$ cat config.mk
export PLATFORM = sky130hd
export DESIGN_NAME = fetch_sequencer
export DESIGN_NICKNAME = d
export VERILOG_FILES = /design/src/rtl/fetch_pkg.sv /design/src/rtl/fetch_buffer.sv /design/src/rtl/fetch_sequencer.sv
export SDC_FILE = /design/constraint.sdc
export NUM_CORES = 1
export LEC_CHECK = 0
export ABC_CLOCK_PERIOD_IN_PS = 2900
export BUFFER_PORTS_ARGS = -buffer_cell sky130_fd_sc_hd__buf_2
export CELL_PAD_IN_SITES_DETAIL_PLACEMENT = 1
export CELL_PAD_IN_SITES_GLOBAL_PLACEMENT = 1
export CORE_UTILIZATION = 38
export DETAILED_ROUTE_END_ITERATION = 7
export PLACE_DENSITY = 0.92
export SLEW_MARGIN = 20
export SYNTH_ARGS = -nofsm -noshare
export SYNTH_HDL_FRONTEND = slang
export SYNTH_HIERARCHICAL = 1
export SYNTH_SLANG_ARGS = --single-unit
$ cat constraint.sdc
create_clock -name clk -period 2.9 [get_ports clk]
set_clock_uncertainty 0.1 [all_clocks]
set_input_delay 0.435 -clock clk [delete_from_list [all_inputs] [get_ports clk]]
set_output_delay 0.435 -clock clk [all_outputs]
set_load 0.01 [all_outputs]
$ cat src/rtl/fetch_pkg.sv
// Shared types and constants for the instruction fetch stage.
package fetch_pkg;
    typedef enum logic [1:0] {IDLE, ISSUE, WAIT, DRAIN} fetch_state_t;

    localparam logic [31:0] NOP_INSTR = 32'h0000_0013;
    localparam int          PC_STEP   = 4;
endpackage

$ cat src/rtl/fetch_buffer.sv
// One-entry instruction/PC holding register toward decode.
// Latency: a load shows on valid the following cycle.
// Backpressure: the entry is held until consumed; flush beats load beats consume.
module fetch_buffer
    import fetch_pkg::*;
#(
    parameter int WIDTH   = 32,
    parameter int INSTR_W = 32
) (
    input  logic               clk,
    input  logic               rst,
    input  logic               load,
    input  logic               consume,
    input  logic               flush,
    input  logic [INSTR_W-1:0] load_instr,
    input  logic [WIDTH-1:0]   load_pc,
    output logic               valid,
    output logic [INSTR_W-1:0] instr,
    output logic [WIDTH-1:0]   pc
);

    always_ff @(posedge clk) begin
        if (rst) begin
            valid <= 1'b0;
            instr <= INSTR_W'(NOP_INSTR);
            pc    <= '0;
        end else if (flush) begin
            valid <= 1'b0;
        end else if (load) begin
            valid <= 1'b1;
            instr <= load_instr;
            pc    <= load_pc;
        end else if (consume) begin
            valid <= 1'b0;
        end
    end

endmodule

$ cat src/rtl/fetch_sequencer.sv
// PC selection and single-outstanding instruction-memory fetch for the RV32I core.
// Latency: request 1 cycle after reset; response reaches decode 1 cycle after rvalid.
// Backpressure: no request while the buffer is full and stalled; redirect drains wrong-path data.
module fetch_sequencer
    import fetch_pkg::*;
#(
    parameter int               WIDTH    = 32,
    parameter logic [WIDTH-1:0] RESET_PC = '0,
    parameter int               INSTR_W  = 32
) (
    input  logic               clk,
    input  logic               rst,
    input  logic               stall_i,
    input  logic               redirect_i,
    input  logic [WIDTH-1:0]   redirect_target_i,
    output logic               imem_req_o,
    output logic [WIDTH-1:0]   imem_addr_o,
    input  logic               imem_gnt_i,
    input  logic               imem_rvalid_i,
    input  logic [INSTR_W-1:0] imem_rdata_i,
    output logic               instr_valid_o,
    output logic [INSTR_W-1:0] instr_o,
    output logic [WIDTH-1:0]   instr_pc_o,
    output logic               flush_o
);

    fetch_state_t     state;
    logic [WIDTH-1:0] pc;
    logic [WIDTH-1:0] redirect_pc;
    logic             buf_load;
    logic             buf_consume;

    assign redirect_pc = {redirect_target_i[WIDTH-1:2], 2'b00};
    assign imem_addr_o = pc;
    assign flush_o     = redirect_i;

    // Requesting only when the buffer will have room keeps the single entry from being overwritten.
    assign imem_req_o  = (state == ISSUE) && (!instr_valid_o || !stall_i);
    assign buf_load    = (state == WAIT) && imem_rvalid_i && !redirect_i;
    assign buf_consume = instr_valid_o && !stall_i;

    always_ff @(posedge clk) begin
        if (rst) begin
            state <= IDLE;
            pc    <= RESET_PC;
        end else begin
            if (redirect_i) begin
                pc <= redirect_pc;
            end else if (buf_load) begin
                pc <= pc + WIDTH'(PC_STEP);
            end

            case (state)
                IDLE:  state <= ISSUE;
                ISSUE: if (imem_req_o && imem_gnt_i) state <= redirect_i ? DRAIN : WAIT;
                WAIT: begin
                    if (imem_rvalid_i)   state <= ISSUE;
                    else if (redirect_i) state <= DRAIN;
                end
                DRAIN: if (imem_rvalid_i) state <= ISSUE;
                default: state <= IDLE;
            endcase
        end
    end

    fetch_buffer #(
        .WIDTH   (WIDTH),
        .INSTR_W (INSTR_W)
    ) u_buffer (
        .clk        (clk),
        .rst        (rst),
        .load       (buf_load),
        .consume    (buf_consume),
        .flush      (redirect_i),
        .load_instr (imem_rdata_i),
        .load_pc    (pc),
        .valid      (instr_valid_o),
        .instr      (instr_o),
        .pc         (instr_pc_o)
    );

endmodule

* Word level (Yosys, flattened, before mapping) *
Index checks and enable logic that the tools add are counted.

cells by class
  add/subtract/negate cells = 1
  equality and inequality tests = 6
  mux-type cells = 10
  bitwise logic cells = 1
  reduce and logical (&&, ||, !) cells = 15

operator list
  kind                   number
  $mux 32                2
  $add 32x3->32 const B  1
  $mux 2                 4
  $pmux 2 s4             1
  $logic_and 1x1->1      5
  $eq 2x2->1 const B     2
  $reduce_bool 2->1      2
  $logic_not 1->1        3
  $mux 1                 3
  $ne 3x3->1 const B     1
  $reduce_and 3->1       1
  $eq 2x1->1 const B     1
  $logic_not 2->1        1
  $ne 2x1->1 const B     1
  $ne 2x2->1 const B     1
  $reduce_and 2->1       1
  $reduce_or 2->1        1
  $logic_or 1x1->1       1
  $not 1->1              1

word-level totals
  register bits = 99
  bits of input ports = 70
  output and inout port bits = 99
  word-level logic and storage cells = 39

* Longest topological paths before layout *
  word-level depth = 6
  gate-level depth with buffers = 9
  gate-level depth less buffers = 6

* Hierarchy *
Netlist, hierarchy kept.

modules (own cells, without submodules)
  module           times used  cells an instance  area each (sq um)  sequential area each (sq um)
  fetch_buffer     1           294                3135.5             1301.2
  fetch_sequencer  1           253                2020.7             640.6

* Worst setup path before layout *
No wires, ideal clock.

  path type = register -> register
  start = register state[0]
  end = register pc[20], in the netlist imem_addr_o[20]
  library setup time = 91 ps
  data arrival time = 2013 ps
  required time = 2709 ps
  slack = 696 ps
  stages on the path, launching flop included = 8
  path buffers = 1
  period minus slack after synthesis = 2204 ps
  cells stage by stage = dfxtp_1 -> inv_1 -> ha_1 -> buf_2 -> nand3_1 -> or4_4 -> or4_1 -> a311oi_1

on the way
  cells in the longest elaborated chain, start to end = 4

ends and longest elaborated chain
  element                          line                   source
  from (decl)                      fetch_sequencer.sv:27  fetch_state_t state;
  from (signal assigned)           fetch_sequencer.sv:55  ISSUE: if (imem_req_o && imem_gnt_i) state <= redirect_i ? DRAIN : WAIT;
  $eq 2x2->1                       fetch_sequencer.sv:39  assign buf_load = (state == WAIT) && imem_rvalid_i && !redirect_i;
  $logic_and 1x1->1 (2 in series)  fetch_sequencer.sv:39
  $reduce_bool 2->1 (no line)      -
  to (signal assigned)             fetch_sequencer.sv:48  pc <= redirect_pc;
  to (signal assigned)             fetch_sequencer.sv:50  pc <= pc + WIDTH'(PC_STEP);
  to (decl)                        fetch_sequencer.sv:28  logic [WIDTH-1:0] pc;

No other way between the ends.
A chain may end at the register's enable or synchronous reset.

* Final worst setup path *
Ends and elaborated chain as after synthesis.

==> reports/qor.csv <==
stage;metric;value;unit
route;vias;4770;
setup_path;criticalPathCategory;flop to flop;
finish;antennaDiodeCount;0;
min_path;worstHoldPathType;input port to flop;
setup_path;reg2reg_from;state[0]$_SDFFE_PP0P_;
logic_synthesis;synthMuxAreaShare;0.582;%
die;die_h;118;um
timing;min_period_over_period;87.0;%
route;dr.pass1.iters;4;
timing;worst_slew_pin_slew;0.692;ns
logic_synthesis;ys_ff_latch;97;
route;drtAntennaViolNets;0;
logic_synthesis;synth.top_cell.area_share;37.7;%
power_and_ir_drop;power;3.03;mW
timing;fin_tns_setup;0;ns
clock_tree;cts_made_buffers;9;
finish;final_cells;862;
logic_synthesis;synthAdderAreaFrac;0.971;%
logic_synthesis;synth.most_common_cell;dfxtp_1;
clock_tree;cts_resized;0;
power_and_ir_drop;power.density;484;mW/mm2
job;maxCapViolations;0;
route;wire_per_inst;17.9;um
timing;relSlewSlack;53.9;%
logic_synthesis;yosysSeqAreaShare;37.7;%
setup_path;arrival;2.67;ns
setup_path;startpoint;state[0]$_SDFFE_PP0P_;
setup_path;endpoint_kind;flop;
setup_path;crit_fanout;9;
logic_synthesis;yosys.area.top_type;dfxtp_1;
clock_tree;cts_setup_buffers;0;
logic_synthesis;syn_inst;547;
finish;seqCellArea;0.00194;mm2
logic_synthesis;syn_area;0.00516;mm2
clock_tree;clk_pin_slew;0.07;ns
timing;hold_ws;0.249;ns
grt;overflow;0;
timing;rsz0062_at_grt;false;
power_and_ir_drop;p_sw;0.771;mW
setup_path;required;3.05;ns
logic_synthesis;synth_xor_area_share;1.36;%
outcome;status;finished clean;
logic_synthesis;ys_warn_count;6;
timing;setup_slack;0.376;ns
finish;fill_cells;1614;
place;placed_cells;847;
logic_synthesis;synth_compound_area_share;17.9;%
power_and_ir_drop;ir_drop;343;uV
logic_synthesis;synth_simple_gate_area_share;33.9;%
route;drt_iter0_drc;239;
power_and_ir_drop;p_clk_share;40.2;%
route;wirelength;15.4;mm
die;die_area;0.0140;mm2
timing;max_freq;396;MHz
timing;final-setup-viol-count;0;
die;core-area;0.0132;mm2
power_and_ir_drop;pwr-share-comb;12.2;%
place;io_buffers;164;
clock_tree;insertion_delay;0.35;ns
timing;slew_viol_final;0;
power_and_ir_drop;pwr-share-seq;47.6;%
logic_synthesis;netlist-cell-type-count;55;
logic_synthesis;synth_top_family_by_area;simple AND/OR/NAND/NOR gates;
clock_tree;clock-sinks;97;
power_and_ir_drop;power.leakage;2.50;nW
finish;finalInstanceArea;0.00626;mm2
finish;nNetsFinal;756;
min_path;worstHoldStart;imem_rdata_i[1];
grt;antenna_found_initial;0;
power_and_ir_drop;internal_power;2.26;mW
place;place_area;0.00596;mm2
logic_synthesis;synth_area_leaders;dfxtp_1, nand4bb_1, nand2b_1;
die;ioPinCount;169;
clock_tree;cts_hold_repair.buffers;0;
clock_tree;cts.htree.levels;3;
place;place_ws;0.406;ns
finish;multi_input_area;0.00285;mm2
finish;final_util;47.3;%
setup_path;slowest_stage;or4_4;
die;num_rows;42;
logic_synthesis;synth_edf_count;0;
logic_synthesis;synth_common_cells;dfxtp_1, nand2b_1, nand4bb_1;
setup_path;cpPeakStageDelay;0.62;ns
route;viasPerCell;5.53;
grt;grt_first_pass_wirelength;24.8;mm
clock_tree;clockBufferDepth;2;
grt;grt_pass1_vias;4763;
die;start_util;38.9;%
place;dpl.hpwl;10.9;mm
clock_tree;cts_tree;done;
finish;drive_gt1_share;34.5;%
timing;hold_viol;0;
setup_path;cp-start-kind;flop;
setup_path;worstPathCellList;inv_1 -> ha_1 -> nand3_1 -> or4_4 -> or4_1 -> a311oi_1;
clock_tree;root_buffer;clkbuf_16;
grt;grt_start_max_net_pins;94;
finish;area_growth;21.5;%
setup_path;cp_num_buf_inv;1;
route;drc;0;
power_and_ir_drop;switching_share;25.4;%
logic_synthesis;synth.avg_cell_area;9.43;um2
logic_synthesis;ys.flop_type;dfxtp_1;
place;place_congestion;0.863;
logic_synthesis;synthArstFlopShare;0;%
setup_path;path_delay_family;simple AND/OR/NAND/NOR gates;
timing;min_period;2.52;ns
grt;grt_usage;22.3;%
die;die_w;118;um
## final cells by class
cell class | count | share of cell area (%)
clock buffer | 13 | 4.16
clock inverter | 2 | 0.599
inverter | 11 | 0.659
multi-input combinational | 390 | 45.4
sequential | 97 | 31.0
tap | 176 | 3.52
timing repair buffer | 173 | 14.6
## power by group through the flow
stage          Combinational [mW]  Sequential, mW  Clock [mW]
3_3_place_gp                0.351            1.47           0
4_1_cts                     0.371            1.44        1.25
6_report                    0.370            1.44        1.22
5_1_grt                     0.405            1.45        1.31
2_1_floorplan               0.220            1.47           0
3_5_place_dp                0.369            1.47           0
## state kept, by name, indices dropped and copies added, names as in the netlist
signal          flops
state               2
u_buffer/instr     32
u_buffer/pc        32
imem_addr_o        30
u_buffer/valid      1
## cells in the final DEF, fill, tap and decap left out, types with 4 or more instances in the layout
cell type,Yosys,layout
buf_4,3,8
a21oi_1,9,9
o21ai_2,39,39
o31ai_1,11,11
a311oi_1,15,15
o21ai_1,22,22
and4_1,4,4
dfxtp_1,97,97
nor4_1,5,5
xor2_1,5,5
nor2_1,36,35
nand2b_1,61,61
clkbuf_16,0,9
nand4_1,10,10
o21ai_0,6,6
nand3_1,13,13
a211oi_1,8,8
or4_1,11,11
nand2_1,18,18
inv_1,11,11
buf_2,7,163
conb_1,1,4
nor2b_1,5,5
ha_1,4,4
nand4bb_1,61,61
## kinds of logic after synthesis
logic type,Yosys count
buf+inv,63
fa+ha+maj,4
mux,3
flops,97
compound gates,125
other cells,1
xor+xnor,8
simple gates,246
## routing by layer
| metal | wire (um) | vias to the layer above | track usage (%) |
|---|---|---|---|
| li1 | - | 2287 | - |
| met1 | 6940 | 2308 | 28.6 |
| met2 | 7470 | 149 | 36.8 |
| met3 | 726 | 26 | 3.76 |
| met4 | 312 | 0 | 9.41 |
| met5 | 0 | - | 0 |
## final timing paths
path / end / slack (ns) / cells past startpoint
worst max-delay path: imem_addr_o[20]$_SDFFE_PP0P_ / 0.38 / 6
worst min-delay path: u_buffer/instr[1]$_SDFFE_PP1P_ / 0.25 / 3
worst max register to register: imem_addr_o[20]$_SDFFE_PP0P_ / 0.38 / 6
worst min register to register: u_buffer/pc[18]$_SDFFE_PP0P_ / 0.36 / 2
## worst register-to-register path, delay by kind of cell, from the launching register on
kind | cells | cell delay, ns
AOI/OAI and AO/OA | 1 | 0.29
adders and majority gates | 1 | 0.30
and+or+nand+nor | 3 | 1.32
buffers and inverters | 1 | 0.07
DFF | 1 | 0.34
Note: power is estimated with default switching activity, not from simulation.
